**src/rtl/key_pkg.sv**
```systemverilog
// Shared definitions for the pushbutton debouncer: per-key FSM state codes
// and default timing constants for a 50 MHz system clock.
package key_pkg;

  typedef logic [1:0] state_t;

  localparam state_t IDLE    = 2'd0;
  localparam state_t DB_DOWN = 2'd1;
  localparam state_t HELD    = 2'd2;
  localparam state_t DB_UP   = 2'd3;

  // 1 ms sample tick at 50 MHz, and 20 samples to accept a level change.
  localparam int KEY_TICK_DIV_1MS = 50_000;
  localparam int KEY_DEB_20MS     = 20;

endpackage

```
**src/rtl/key_debounce_ch.sv**
```systemverilog
// One pushbutton channel: two-flop synchroniser, debounce FSM advanced on the
// shared sample tick, and registered level / press / release / long outputs.
module key_debounce_ch
  import key_pkg::*;
#(
  parameter int DEB_TICKS  = KEY_DEB_20MS,
  parameter int LONG_TICKS = 1000
) (
  input  logic clk,
  input  logic rst,
  input  logic key_n,
  input  logic tick,
  output logic key_state,
  output logic key_press,
  output logic key_release,
  output logic key_long
);

  localparam int CNT_W  = $clog2(DEB_TICKS);
  localparam int HOLD_W = (LONG_TICKS > 0) ? $clog2(LONG_TICKS + 1) : 1;

  localparam logic [CNT_W-1:0]  CNT_ONE  = CNT_W'(1);
  localparam logic [CNT_W-1:0]  CNT_LAST = CNT_W'(DEB_TICKS - 1);
  localparam logic [HOLD_W-1:0] HOLD_ONE = HOLD_W'(1);
  localparam logic [HOLD_W-1:0] HOLD_MAX = HOLD_W'(LONG_TICKS);
  localparam logic [HOLD_W-1:0] HOLD_PRE = HOLD_W'((LONG_TICKS > 0) ? LONG_TICKS - 1 : 0);

  logic              sync1;
  logic              sync2;
  logic              lvl;
  state_t            st;
  logic [CNT_W-1:0]  cnt;
  logic [HOLD_W-1:0] hold;

  // Bring the asynchronous pin into the clock domain; reset reads as released.
  always_ff @(posedge clk or posedge rst) begin
    if (rst) begin
      sync1 <= 1'b1;
      sync2 <= 1'b1;
    end else begin
      sync1 <= key_n;
      sync2 <= sync1;
    end
  end

  assign lvl = ~sync2;

  // Debounce FSM; pulses default low every cycle so each lasts one cycle.
  always_ff @(posedge clk or posedge rst) begin
    if (rst) begin
      st          <= IDLE;
      cnt         <= '0;
      hold        <= '0;
      key_state   <= 1'b0;
      key_press   <= 1'b0;
      key_release <= 1'b0;
      key_long    <= 1'b0;
    end else begin
      key_press   <= 1'b0;
      key_release <= 1'b0;
      key_long    <= 1'b0;
      if (tick) begin
        case (st)
          IDLE: begin
            if (lvl) begin
              st  <= DB_DOWN;
              cnt <= CNT_ONE;
            end
          end
          DB_DOWN: begin
            if (!lvl) begin
              st  <= IDLE;
              cnt <= '0;
            end else if (cnt == CNT_LAST) begin
              st        <= HELD;
              cnt       <= '0;
              hold      <= '0;
              key_press <= 1'b1;
              key_state <= 1'b1;
            end else begin
              cnt <= cnt + CNT_ONE;
            end
          end
          HELD: begin
            if (!lvl) begin
              st  <= DB_UP;
              cnt <= CNT_ONE;
            end else if (hold != HOLD_MAX) begin
              // Saturating hold count; the long pulse fires on reaching the limit.
              hold <= hold + HOLD_ONE;
              if (hold == HOLD_PRE) key_long <= 1'b1;
            end
          end
          DB_UP: begin
            if (lvl) begin
              // Bounce back to pressed keeps hold, so key_long cannot fire twice.
              st  <= HELD;
              cnt <= '0;
            end else if (cnt == CNT_LAST) begin
              st          <= IDLE;
              cnt         <= '0;
              hold        <= '0;
              key_release <= 1'b1;
              key_state   <= 1'b0;
            end else begin
              cnt <= cnt + CNT_ONE;
            end
          end
          default: begin
            st  <= IDLE;
            cnt <= '0;
          end
        endcase
      end
    end
  end

endmodule

```
**src/rtl/key_debounce.sv**
```systemverilog
// Pushbutton front end: one shared sample-tick divider feeding an
// independent debounce channel per active-low key.
module key_debounce
  import key_pkg::*;
#(
  parameter int NUM_KEYS   = 4,
  parameter int TICK_DIV   = KEY_TICK_DIV_1MS,
  parameter int DEB_TICKS  = KEY_DEB_20MS,
  parameter int LONG_TICKS = 1000
) (
  input  logic                clk,
  input  logic                rst,
  input  logic [NUM_KEYS-1:0] key_n,
  output logic [NUM_KEYS-1:0] key_state,
  output logic [NUM_KEYS-1:0] key_press,
  output logic [NUM_KEYS-1:0] key_release,
  output logic [NUM_KEYS-1:0] key_long
);

  localparam int TDIV_W = $clog2(TICK_DIV);

  localparam logic [TDIV_W-1:0] TDIV_ONE  = TDIV_W'(1);
  localparam logic [TDIV_W-1:0] TDIV_LAST = TDIV_W'(TICK_DIV - 1);

  logic [TDIV_W-1:0] tcnt;
  logic              tick;

  assign tick = (tcnt == TDIV_LAST);

  // Free-running divider 0..TICK_DIV-1; tick marks its last count.
  always_ff @(posedge clk or posedge rst) begin
    if (rst) begin
      tcnt <= '0;
    end else if (tick) begin
      tcnt <= '0;
    end else begin
      tcnt <= tcnt + TDIV_ONE;
    end
  end

  for (genvar g = 0; g < NUM_KEYS; g++) begin : g_ch
    key_debounce_ch #(
      .DEB_TICKS  (DEB_TICKS),
      .LONG_TICKS (LONG_TICKS)
    ) u_ch (
      .clk         (clk),
      .rst         (rst),
      .key_n       (key_n[g]),
      .tick        (tick),
      .key_state   (key_state[g]),
      .key_press   (key_press[g]),
      .key_release (key_release[g]),
      .key_long    (key_long[g])
    );
  end

endmodule

```
**config.mk**
```make
export PLATFORM = sky130hd
export DESIGN_NAME = key_debounce
export DESIGN_NICKNAME = d
export VERILOG_FILES = /design/src/rtl/key_pkg.sv /design/src/rtl/key_debounce_ch.sv /design/src/rtl/key_debounce.sv
export SDC_FILE = /design/constraint.sdc
export NUM_CORES = 1
export LEC_CHECK = 0
export CAP_MARGIN = 0
export CORE_MARGIN = 2
export CORE_UTILIZATION = 35
export CTS_BUF_LIST = sky130_fd_sc_hd__clkbuf_4 sky130_fd_sc_hd__clkbuf_8
export DETAILED_ROUTE_END_ITERATION = 10
export DONT_BUFFER_PORTS = 1
export GPL_TIMING_DRIVEN = 1
export PLACE_DENSITY_LB_ADDON = 0.25
export SYNTH_ARGS = -nofsm -noshare
export SYNTH_HDL_FRONTEND = slang
export SYNTH_SLANG_ARGS = --single-unit
```
**constraint.sdc**
```tcl
create_clock -name clk -period 4.3 [get_ports clk]
set_clock_uncertainty 0.05 [all_clocks]
set_input_delay 0.43 -clock clk [delete_from_list [all_inputs] [get_ports clk]]
set_output_delay 0.43 -clock clk [all_outputs]
set_load 0.1 [all_outputs]
```
==> results.ini <==
[min_path]
hold_path_class=in2async

[global_routing]
grt_pass1_vias=4060
grt_pass1_wl_mm=19.11
antenna_found_initial=0
globalRouteTotalUtil_pct=13.81
grt_max_degree=78
grt_overflow_total=0

[timing]
relSlewSlack_pct=29.76
fin_crit_sh_pct=61.14
final_max_slew_viol_count=0
clock.fmax_mhz=380.3
tns_ns=0
hold_viol_final=0
rsz0062_at_grt=false
period_minus_slack_ns=2.629
setup_viol=0
tightest_slew_ns=1.045

[setup_path]
crit_path_end_kind=flop
critPathTopFamily=simple AND/OR/NAND/NOR gates
slowest_stage=or4bb_1
crit_type=reg2reg
cp-start-kind=flop
cp.arrival_ns=2.89
crit_chain=ha_1 -> or4bb_1 -> nor4_1 -> o211ai_1 -> or4_1 -> nand3_1
worstPathRequired_ns=4.56
max_stage_delay_ns=0.58
cp_num_buf_inv=0
crit_fanout=12

[synth]
synth_xor_area_share_pct=4.040
yosysSeqAreaShare_pct=48.12
yosys.area.top_type=dfrtp_1
synth_area_leaders=dfrtp_1 44%, o21ai_0 5.4%, nand3_1 3.9%
synthTopCellsByCount=100 x dfrtp_1, 61 x o21ai_0, 45 x nor2_1
syn_inst=596
post-synth-top-count-cell=dfrtp_1
syn-num-nets=615
yosys.area.top_type_share_pct=44.40
synthFlopType=dfrtp_1
async_flop_share_pct=100.0
synth-simple-area-share_pct=24.53
synthMuxAreaShare_pct=0.9545
synth_edf_count=0
synthAdderAreaFrac_pct=2.886
synth-seq-cells=108
yosysUniqueCellTypes=61
synth_area_um2=5637
synth_top_family_by_area=simple AND/OR/NAND/NOR gates
yosysWarnings=0
synth_area_per_cell_um2=9.457
synth_compound_area_share_pct=13.56

[routing]
wl_per_cell_um=13.50
ant_nets=0
via_count=4183
drc=0
dr.pass1.iters=6
routed_wl_mm=10.65
drt_iter0_markers=273
vias_per_cell=5.302

[placed_design]
place.gp.congestion=0.8077
port_buffers=0
hpwl_mm=7.069
postPlaceCellArea_um2=5682

[floorplanning]
io_pins=22
die_height_um=130.9
core_area_um2=15830
initial_core_util_pct=35.61
dieArea_um2=17140
die_w_um=130.9
core.rowCount=46

[clock_tree]
cts_root_buf=clkbuf_8
cts_buffers=9
tritoncts=built
cts.sinks=108
clk_latency_ns=0.37
htreeDepth=3
path_clk_slew_ns=0.10
clock_path_buffers=2

[layout]
antennaDiodeCount=0
syn_to_final_growth_pct=5.039
regArea_um2=2713
final_cell_area_um2=5921
multi_input_area_um2=2591
drive_gt1_share_pct=7.679
fill_cells=1568
final_nets=588

[power_and_ir_drop]
p_leak_nw=2.520
ir_drop_uv=128.0
power_density_nw_per_um2=284.9

[outcome]
status=finished clean

[job]
cap_violations=0

-- where the power goes --
group / leakage [nW] / switching [mW] / internal (mW)
clock network: 0.0999 / 0.332 / 0.298
logic: 0.952 / 0.0236 / 0.00527
registers: 1.47 / 0.00598 / 1.02
total: 2.52 / 0.362 / 1.32
-- path summary, 6_finish.rpt --
path,startpoint,endpoint,slack (ns),depth (start not counted)
setup / recovery,g_ch[3].u_ch.cnt[0],g_ch[3].u_ch.hold[3],1.67,6
hold / removal,rst,g_ch[2].u_ch.cnt[4],0.07,1
setup reg to reg,g_ch[3].u_ch.cnt[0],g_ch[3].u_ch.hold[3],1.67,6
hold reg to reg,g_ch[0].u_ch.sync1,g_ch[0].u_ch.sync2,0.31,0
max in group asynchronous,rst,g_ch[0].u_ch.sync2,3.14,2
min in group clk,g_ch[0].u_ch.sync1,g_ch[0].u_ch.sync2,0.31,0
-- routing by layer --
layer	track usage (%)	share of wire, %	vias to the layer above
li1	-	-	2073
met2	21.20	47	61
met4	5.569	1.2	0
met5	0	0	-
met1	19.20	48	2039
met3	2.809	3.5	10
-- through the flow --
| step | power, mW | hold WS [ns] | util [%] | cells | setup WS (ns) |
|---|---|---|---|---|---|
| floorplan | 1.067 | 0.2952 | - | 596 | 0.9876 |
| global placement | 1.075 | 0.2969 | 35.90 | 770 | 1.831 |
| detailed placement | 1.076 | 0.2979 | 35.90 | 770 | 1.744 |
| CTS | 1.724 | 0.1153 | 37.41 | 789 | 1.708 |
| global route | 1.763 | 0.1557 | 37.41 | 789 | 1.510 |
| finish | 1.687 | 0.06876 | 37.41 | 789 | 1.671 |
-- logic make-up (layout without fill, tap and decap cells) --
family / count (synthesis) / count (layout)
AOI/OAI and AO/OA: 128 / 128
buffers and inverters: 65 / 42
and+or+nand+nor: 251 / 251
muxes: 5 / 5
xor gates and xnor gates: 26 / 26
adders and majority gates: 13 / 13
DFF: 108 / 108
-- flip-flops by register name, indices dropped and copies added, names as in the netlist, named ones only --
name	count
g_ch.u_ch.key_long	4
g_ch.u_ch.key_release	4
tcnt	16
g_ch.u_ch.cnt	20
g_ch.u_ch.hold	40
g_ch.u_ch.sync2	4
g_ch.u_ch.st	4
g_ch.u_ch.sync1	4
g_ch.u_ch.key_state	4
g_ch.u_ch.key_press	4
-- what timing repair did --
action,CTS,global route
buffers inserted,0,0
resized for setup,0,0
endpoints found under the hold margin,4,0
hold buffers,4,0
-- cell type report --
class / instances / area share, %
sequential: 108 / 45.82
clock inverter: 3 / 0.7819
tap: 216 / 4.565
inverter: 18 / 1.183
clock buffer: 12 / 2.578
multi-input combinational: 423 / 43.77
timing repair buffer: 9 / 1.310
-- cells in the final DEF, fill, tap and decap left out, drive strengths merged, types with 3 or more instances in the layout --
master	n
a211oi	3
a21oi	20
a31oi	12
and2	3
and3	24
and4	3
and4bb	3
buf	5
clkbuf	12
dfrtp	100
dfstp	8
dlygate4sd3	4
ha	13
inv	19
mux2	3
nand2	41
nand2b	10
nand3	44
nand4	16
nor2	45
nor2b	9
nor3	16
nor3b	4
nor4	9
nor4b	3
o21ai	62
o31ai	14
o41ai	4
or3	7
or4	4
xnor2	18
xor2	8
(Power assumes the default switching activity.)
